==> config.mk <==
export PLATFORM = sky130hd
export DESIGN_NAME = i2c_target_rx
export DESIGN_NICKNAME = d
export VERILOG_FILES = /design/src/rtl/i2c_pkg.sv /design/src/rtl/i2c_in_filter.sv /design/src/rtl/i2c_target_rx.sv
export SDC_FILE = /design/constraint.sdc
export NUM_CORES = 1
export LEC_CHECK = 0
export ABC_CLOCK_PERIOD_IN_PS = 2000
export BUFFER_PORTS_ARGS = -buffer_cell sky130_fd_sc_hd__buf_2
export CORE_ASPECT_RATIO = 1.4
export CORE_MARGIN = 2
export CORE_UTILIZATION = 51
export DETAILED_ROUTE_END_ITERATION = 12
export GPL_TIMING_DRIVEN = 1
export PLACE_DENSITY = 0.77
export SKIP_LAST_GASP = 1
export SLEW_MARGIN = 20
export SYNTH_ARGS = -nofsm -noshare
export SYNTH_HDL_FRONTEND = slang
export SYNTH_SLANG_ARGS = --single-unit
==> constraint.sdc <==
create_clock -name clk -period 2 [get_ports clk]
set_input_delay 0.2 -clock clk [delete_from_list [all_inputs] [get_ports clk]]
set_output_delay 0.2 -clock clk [all_outputs]
set_load 0.05 [all_outputs]
==> src/rtl/i2c_pkg.sv <==
// i2c_pkg: shared I2C definitions (target FSM encoding, default address, master-side constants)
package i2c_pkg;

    localparam logic [6:0] I2C_DEF_TARGET_ADDR = 7'h27;

    localparam logic [2:0] ST_IDLE     = 3'd0;
    localparam logic [2:0] ST_ADDR     = 3'd1;
    localparam logic [2:0] ST_ADDR_ACK = 3'd2;
    localparam logic [2:0] ST_DATA     = 3'd3;
    localparam logic [2:0] ST_DATA_ACK = 3'd4;
    localparam logic [2:0] ST_IGNORE   = 3'd5;

    typedef enum logic [1:0] {
        I2C_CMD_START,
        I2C_CMD_WRITE,
        I2C_CMD_READ,
        I2C_CMD_STOP
    } i2c_cmd_e;

    localparam int unsigned I2C_MST_CLKDIV_DEF = 250;

    function automatic logic addr_hit(input logic [7:0] b, input logic [6:0] a);
        return (b[7:1] == a) && !b[0];
    endfunction

endpackage

==> src/rtl/i2c_in_filter.sv <==
// i2c_in_filter: 2-FF synchronizer for one bus line, plus glitch filter when I2C_TARGET_FILTER_EN is defined
module i2c_in_filter #(
    parameter int FILT_CYC = 4
) (
    input  logic clk,
    input  logic reset_p,
    input  logic i_line,
    output logic o_line
);

    logic [1:0] sync_q;

    // Two-flop synchronizer; resets to the idle-high bus level
    always_ff @(posedge clk or posedge reset_p) begin
        if (reset_p) sync_q <= 2'b11;
        else         sync_q <= {sync_q[0], i_line};
    end

`ifdef I2C_TARGET_FILTER_EN
    localparam int CW = $clog2(FILT_CYC + 1);

    logic [CW-1:0] cnt_q, cnt_d;
    logic          line_q, line_d;

    // Count consecutive samples disagreeing with the filtered level; flip after FILT_CYC of them
    always_comb begin
        cnt_d  = (sync_q[1] == line_q) ? '0 : cnt_q + 1'b1;
        line_d = line_q;
        if (cnt_d == CW'(FILT_CYC)) begin
            line_d = sync_q[1];
            cnt_d  = '0;
        end
    end

    // Filter state registers
    always_ff @(posedge clk or posedge reset_p) begin
        if (reset_p) begin
            cnt_q  <= '0;
            line_q <= 1'b1;
        end else begin
            cnt_q  <= cnt_d;
            line_q <= line_d;
        end
    end

    assign o_line = line_q;
`else
    logic unused_cfg;
    assign unused_cfg = (FILT_CYC == 0);
    assign o_line     = sync_q[1];
`endif

endmodule

==> src/rtl/i2c_target_rx.sv <==
// i2c_target_rx: write-only I2C target receiver; optional input glitch filter via I2C_TARGET_FILTER_EN
module i2c_target_rx
    import i2c_pkg::*;
#(
    parameter logic [6:0] TARGET_ADDR = I2C_DEF_TARGET_ADDR,
    parameter int         FILT_CYC    = 4
) (
    input  logic       clk,
    input  logic       reset_p,
    input  logic       i_scl,
    input  logic       i_sda,
    output logic       o_sda_oe,
    output logic [7:0] o_data,
    output logic       o_valid,
    output logic       o_busy,
    output logic       o_stop
);

    logic       scl, sda;
    logic       scl_q, sda_q;
    logic       scl_rise, scl_fall, start_c, stop_c;
    logic [7:0] byte_w;

    logic [2:0] state_q, state_d;
    logic [2:0] cnt_q, cnt_d;
    logic [7:0] shift_q, shift_d;
    logic [7:0] data_q, data_d;
    logic       valid_q, valid_d;
    logic       oe_q, oe_d;
    logic       busy_q, busy_d;
    logic       stop_q, stop_d;

    i2c_in_filter #(.FILT_CYC(FILT_CYC)) u_scl_filt (
        .clk     (clk),
        .reset_p (reset_p),
        .i_line  (i_scl),
        .o_line  (scl)
    );

    i2c_in_filter #(.FILT_CYC(FILT_CYC)) u_sda_filt (
        .clk     (clk),
        .reset_p (reset_p),
        .i_line  (i_sda),
        .o_line  (sda)
    );

    // Previous line levels for edge and START/STOP detection
    always_ff @(posedge clk or posedge reset_p) begin
        if (reset_p) begin
            scl_q <= 1'b1;
            sda_q <= 1'b1;
        end else begin
            scl_q <= scl;
            sda_q <= sda;
        end
    end

    assign scl_rise = scl & ~scl_q;
    assign scl_fall = ~scl & scl_q;
    assign start_c  = scl & scl_q & sda_q & ~sda;
    assign stop_c   = scl & scl_q & ~sda_q & sda;
    assign byte_w   = {shift_q[6:0], sda};

    // Next-state logic: STOP and START override every state; ACK phases use oe_q as their half-step flag
    always_comb begin
        state_d = state_q;
        cnt_d   = cnt_q;
        shift_d = shift_q;
        data_d  = data_q;
        valid_d = 1'b0;
        oe_d    = oe_q;
        busy_d  = busy_q;
        stop_d  = 1'b0;
        if (stop_c) begin
            state_d = ST_IDLE;
            cnt_d   = '0;
            shift_d = '0;
            oe_d    = 1'b0;
            busy_d  = 1'b0;
            stop_d  = 1'b1;
        end else if (start_c) begin
            state_d = ST_ADDR;
            cnt_d   = '0;
            shift_d = '0;
            oe_d    = 1'b0;
        end else begin
            case (state_q)
                ST_ADDR: if (scl_rise) begin
                    shift_d = byte_w;
                    cnt_d   = cnt_q + 3'd1;
                    if (cnt_q == 3'd7) begin
                        state_d = addr_hit(byte_w, TARGET_ADDR) ? ST_ADDR_ACK : ST_IGNORE;
                        busy_d  = addr_hit(byte_w, TARGET_ADDR);
                    end
                end
                ST_DATA: if (scl_rise) begin
                    shift_d = byte_w;
                    cnt_d   = cnt_q + 3'd1;
                    if (cnt_q == 3'd7) begin
                        data_d  = byte_w;
                        valid_d = 1'b1;
                        state_d = ST_DATA_ACK;
                    end
                end
                ST_ADDR_ACK, ST_DATA_ACK: if (scl_fall) begin
                    oe_d    = ~oe_q;
                    cnt_d   = '0;
                    state_d = oe_q ? ST_DATA : state_q;
                end
                default: ;
            endcase
        end
    end

    // State registers; asynchronous reset releases SDA immediately
    always_ff @(posedge clk or posedge reset_p) begin
        if (reset_p) begin
            state_q <= ST_IDLE;
            cnt_q   <= '0;
            shift_q <= '0;
            data_q  <= '0;
            valid_q <= 1'b0;
            oe_q    <= 1'b0;
            busy_q  <= 1'b0;
            stop_q  <= 1'b0;
        end else begin
            state_q <= state_d;
            cnt_q   <= cnt_d;
            shift_q <= shift_d;
            data_q  <= data_d;
            valid_q <= valid_d;
            oe_q    <= oe_d;
            busy_q  <= busy_d;
            stop_q  <= stop_d;
        end
    end

    assign o_sda_oe = oe_q;
    assign o_data   = data_q;
    assign o_valid  = valid_q;
    assign o_busy   = busy_q;
    assign o_stop   = stop_q;

endmodule

# ---- After elaboration in Yosys (flattened, before gate mapping)
# Cells that the tools add are included.
dict set report word_totals {
  regBits 31
  out_inout_bits 12
  input_bits 4
}
dict set report classes {
  bitwise 14
  n_eq_ne 14
  mux 34
  reduce_logical 19
  n_addsub 1
}
# operator n
set ops {}
lappend ops {{$mux 3} 13}
lappend ops {{$mux 7} 4}
lappend ops {{$ne 4x4->1 const B} 6}
lappend ops {{$mux 1} 15}
lappend ops {{$reduce_bool 3->1} 4}
lappend ops {{$pmux 3 s3} 1}
lappend ops {{$and 1x1->1} 7}
lappend ops {{$eq 7x6->1 const B} 1}
lappend ops {{$not 1->1} 7}
lappend ops {{$reduce_and 7->1} 1}
lappend ops {{$eq 3x2->1 const B} 2}
lappend ops {{$eq 3x3->1 const B} 2}
lappend ops {{$pmux 3 s2} 1}
lappend ops {{$reduce_bool 2->1} 3}
lappend ops {{$reduce_and 5->1} 1}
lappend ops {{$reduce_bool 5->1} 1}
lappend ops {{$ne 4x1->1 const B} 1}
lappend ops {{$reduce_and 2->1} 2}
lappend ops {{$reduce_and 4->1} 1}
lappend ops {{$reduce_bool 4->1} 1}
lappend ops {{$reduce_or 2->1} 2}
lappend ops {{$add 3x1->3 const B} 1}
lappend ops {{$eq 3x1->1 const B} 1}
lappend ops {{$reduce_and 3->1} 1}
lappend ops {{3 further kinds} 3}

# ---- Depth between registers and ports, before layout
dict set report depth {
  word_depth 8
  depth_mapped 6
  mapped_depth_nobuf 6
}

# ---- Modules after synthesis
# From an unflattened synthesis, not the netlist that was laid out.
dict set report unflattened {
  hier_cells 112
  hier_area_um2 1377.6
}
# mod cells_per_inst seq_area_each_um2 instances area_each_um2
set by_module_without_submodules {}
lappend by_module_without_submodules {i2c_target_rx 106 678.2 1 1265.0}
lappend by_module_without_submodules {i2c_in_filter 3 52.6 2 56.3}

# ---- Worst setup path after synthesis
# Ideal clock, no wire load.
dict set report synth_path {
  path_type {flip-flop to flip-flop}
  start {register o_sda_oe (netlist name)}
  end {register data_q[1], in the netlist o_data[1]}
  stages_incl_launch_ff 5
  slack_ps -2
  t_required_ps 1875
  arrival_time_ps 1877
  path_cell_list {dfrtp_1 > and3b_2 > nand2_1 > a211oi_4 > mux2_2}
}
# item line_no
set synth_lines {}
lappend synth_lines {{end signal, assigned} i2c_target_rx.sv:130} ;# data_q <= data_d;
lappend synth_lines {{end, declared} i2c_target_rx.sv:27} ;# logic [7:0] data_q, data_d;

# ---- Final worst setup path
dict set report layout_path {
  start {register scl_q}
  end {register data_q[1], in the netlist o_data[1]}
}
dict set report layout_between {
  elab_chain_cells 5
  elab_cells_between_ends 10
}
# item line_no
set layout_lines {}
lappend layout_lines {{start, declared} i2c_target_rx.sv:20} ;# logic scl_q, sda_q;
lappend layout_lines {{start signal, assigned} i2c_target_rx.sv:53} ;# scl_q <= scl;
lappend layout_lines {{$and 1x1->1} {i2c_target_rx.sv:60, i2c_target_rx.sv:61}}
lappend layout_lines {{$and 1x1->1 (on tied branches) (2 in series)} {i2c_target_rx.sv:61, i2c_target_rx.sv:60}}
lappend layout_lines {{$not 1->1 (no source line)} -}
lappend layout_lines {{$reduce_and 5->1 (no source line) (*)} -}
# Mark *: on every way between the ends. The rest lies on a longest branch, timed or not.
# A chain may end at the register's enable or synchronous reset.

==> key figures <==
Global route
  – Initial antenna violation count: 0
  – Total GRT Usage: 0.210
  – GRT overflow: 0
  – First-pass GRT wire length: 5.18 mm
  – Maximum number of pins on one net before global-route repair: 32
  – Vias in the first global route: 1103

Clock tree
  – H-Tree Depth: 2
  – Clock Path Buffers: 2
  – Clk pin slew, worst setup/hold paths: 70 ps
  – CTS tree: done
  – Cts hold-fix bufs: 1
  – Post-CTS Resized: 0
  – Post-CTS setup buffer count: 0
  – Root buffer cell: clkbuf_8
  – CTS Buf Count: 5
  – Clk sinks: 31
  – Clock latency on the worst-skew pair: 280 ps

Routing
  – Final WL: 3.12 mm
  – Via count: 1103
  – Pre-antenna DRT Iters: 6
  – Vias per std cell: 5.63
  – First DRT Iteration DRCs: 18
  – Final antenna-violating net count: 0
  – Post-DR wirelength/cell: 15.9 um
  – DRC errors left: 0

Critical path
  – CP cell instances: and3b_2 > nand2_1 > a211oi_4 > buf_12 > mux2_2
  – Signal arrival time at the worst endpoint: 2090 ps
  – R2R Path End: o_data[1]$_DFFE_PP0P_
  – Worst Path Buf+Inv: 1
  – FF-to-FF Start: scl_q$_DFF_PP1_
  – Worst R2R Path Depth: 5
  – Worst Setup Path Type: reg -> reg
  – Crit path launch: scl_q$_DFF_PP1_
  – CP max stage delay: 590 ps
  – R2R setup slack: 80 ps
  – Setup crit end: o_data[1]$_DFFE_PP0P_
  – Worst Setup End Kind: flop
  – Critical path's slowest cell: dfstp_2
  – Worst-path fanout max: 10
  – Critical path depth: 5
  – Required time of the critical path: 2170 ps
  – CP top delay family: flip-flops
  – Crit start category: flop

STA
  – Fraction of the cycle the final worst path needs: 0.961
  – TNS Setup: 0 ps
  – Max Slew Vio Count: 0
  – WHS: 14.7 ps
  – RSZ-0062 raised after global routing: false
  – Worst Clk Skew: 6.34 ps
  – Hold Vio Cnt, Final: 0
  – Worst Tran Pin Value: 682 ps
  – # setup viols final: 0
  – Relative slew slack: 0.539
  – Max Freq: 0.520 GHz
  – Final Critical Period: 1920 ps

Synth
  – Post-synth EDFFs: 0
  – Sequential fraction of the synthesis area: 0.532
  – Ys Warns: 0
  – Post-Syn Area: 0.00147 mm^2
  – #FFs+latches synth: 31
  – Leading area contributor after synthesis: dfrtp_1
  – Synthesized netlist cell count: 132
  – Top post-synthesis cells by area: dfrtp_1, dfstp_2, mux2_2
  – Cell with the most instances after synthesis: dfrtp_1
  – Most frequent cells after synthesis: dfrtp_1, nand2_1, a21oi_1
  – Synth Flop Type: dfrtp_1
  – Fraction of registers with async set/reset: 1.00
  – Top-area cell type share of the netlist area: 0.425
  – Syn avg cell area: 11.2 um^2
  – Syn Nets: 138
  – Count of cell types in the netlist: 38

Floorplan
  – Core area: 0.00282 mm^2
  – Initial Utilization: 0.522
  – Die width: 49.4 um
  – Num ports: 16
  – Rows: 23
  – Die area: 0.00334 mm^2
  – Die Span Y: 67.6 um

Layout
  – Area occupied by multi-input gates: 639 um^2
  – FF/Latch Area: 785 um^2
  – Nets: 164
  – Layout fillers: 252
  – Antenna Cells: 0
  – Synthesis-to-finish area growth: 19.4%
  – Share of layout cells above drive strength 1: 0.327

Run
  – Max Cap Viol: 0

Placement
  – Port bufs: 15
  – Gp weighted congestion: 0.923
  – Dpl hpwl: 2.21 mm

Pwr
  – Max VDD drop: 744 uV
  – PD cells: 1060 mW/mm^2
  – Leak pwr: 0.815 nW
  – Pwr Total: 1.86 mW

Min path
  – Min-Delay Path Depth: 1
  – Worst Hold Class: in -> reg

Run status
  – Outcome: completed
-- metrics by stage --
step,area (um^2),instances,utilization,worst slack [ps]
global placement,1640,187,0.583,179
floorplan,1470,132,-,152
CTS,1760,196,0.623,84.9
detailed placement,1640,187,0.583,122
global route,1760,196,0.623,23.0
finish,1760,196,0.623,78.0
-- where the power goes --
| part | switching (mW) | leakage (nW) | internal [mW] |
|---|---|---|---|
| Combinational | 0.237 | 0.364 | 0.210 |
| Clock | 0.235 | 0.0505 | 0.313 |
| Sequential | 0.136 | 0.400 | 0.727 |
-- kinds of logic after synthesis --
kind of cell             share of synthesized area
flip-flops                                   0.532
adder cells (fa/ha/maj)                     0.0170
XOR/XNOR                                    0.0178
AND/OR/NAND/NOR                              0.185
buffers and inverters                       0.0340
multiplexers                                0.0748
AO/OA/AOI/OAI                                0.139
-- per-layer routing --
| metal | global-route usage | vias up | part of all wire |
|---|---|---|---|
| met5 | 0 | - | 0 |
| met4 | 0.118 | 0 | 0.024 |
| met3 | 0.0465 | 8 | 0.038 |
| met2 | 0.367 | 31 | 0.54 |
| met1 | 0.240 | 545 | 0.40 |
| li1 | - | 519 | - |
-- flip-flops by register name, summed over array words and instances, names as in the netlist, 2 cells and up --
register / flops
u_scl_filt.sync_q: 2
u_sda_filt.sync_q: 2
state_q: 3
cnt_q: 3
shift_q: 7
o_data: 8
-- placed cells by master, fill, tap and decap left out, drive strengths merged, types with 2 or more instances in the layout --
| cell type | instances |
|---|---|
| a21oi | 11 |
| o22ai | 2 |
| nand2 | 20 |
| and3b | 3 |
| dfrtp | 25 |
| nand2b | 2 |
| mux2 | 8 |
| a2bb2oi | 3 |
| dfstp | 6 |
| buf | 24 |
| nand3 | 3 |
| a31oi | 3 |
| nor2 | 7 |
| inv | 5 |
| nor4bb | 2 |
| ha | 2 |
| and2 | 5 |
| xnor2 | 2 |
| mux2i | 2 |
| clkbuf | 7 |
-- worst min-delay path by stage --
stage          startpoint                        endpoint  slack, ps
2_1_floorplan       i_scl  u_scl_filt.sync_q[0]$_DFF_PP1_        200
3_3_place_gp      reset_p               o_valid$_DFF_PP0_        280
3_5_place_dp      reset_p           o_data[0]$_DFFE_PP0P_        300
4_1_cts             i_sda  u_sda_filt.sync_q[0]$_DFF_PP1_          5
5_1_grt             i_scl  u_scl_filt.sync_q[0]$_DFF_PP1_        0.3
6_report            i_scl  u_scl_filt.sync_q[0]$_DFF_PP1_         10
-- area by class of cell --
cell class                      instances  share of cell area
Clock buffer                            7              0.0548
Clock inverter                          1             0.00427
Inverter                                5              0.0107
Multi-Input combinational cell         90               0.364
Sequential cell                        31               0.446
Tap cell                               37              0.0263
Timing Repair Buffer                   25              0.0939
(Power assumes the default switching activity.)
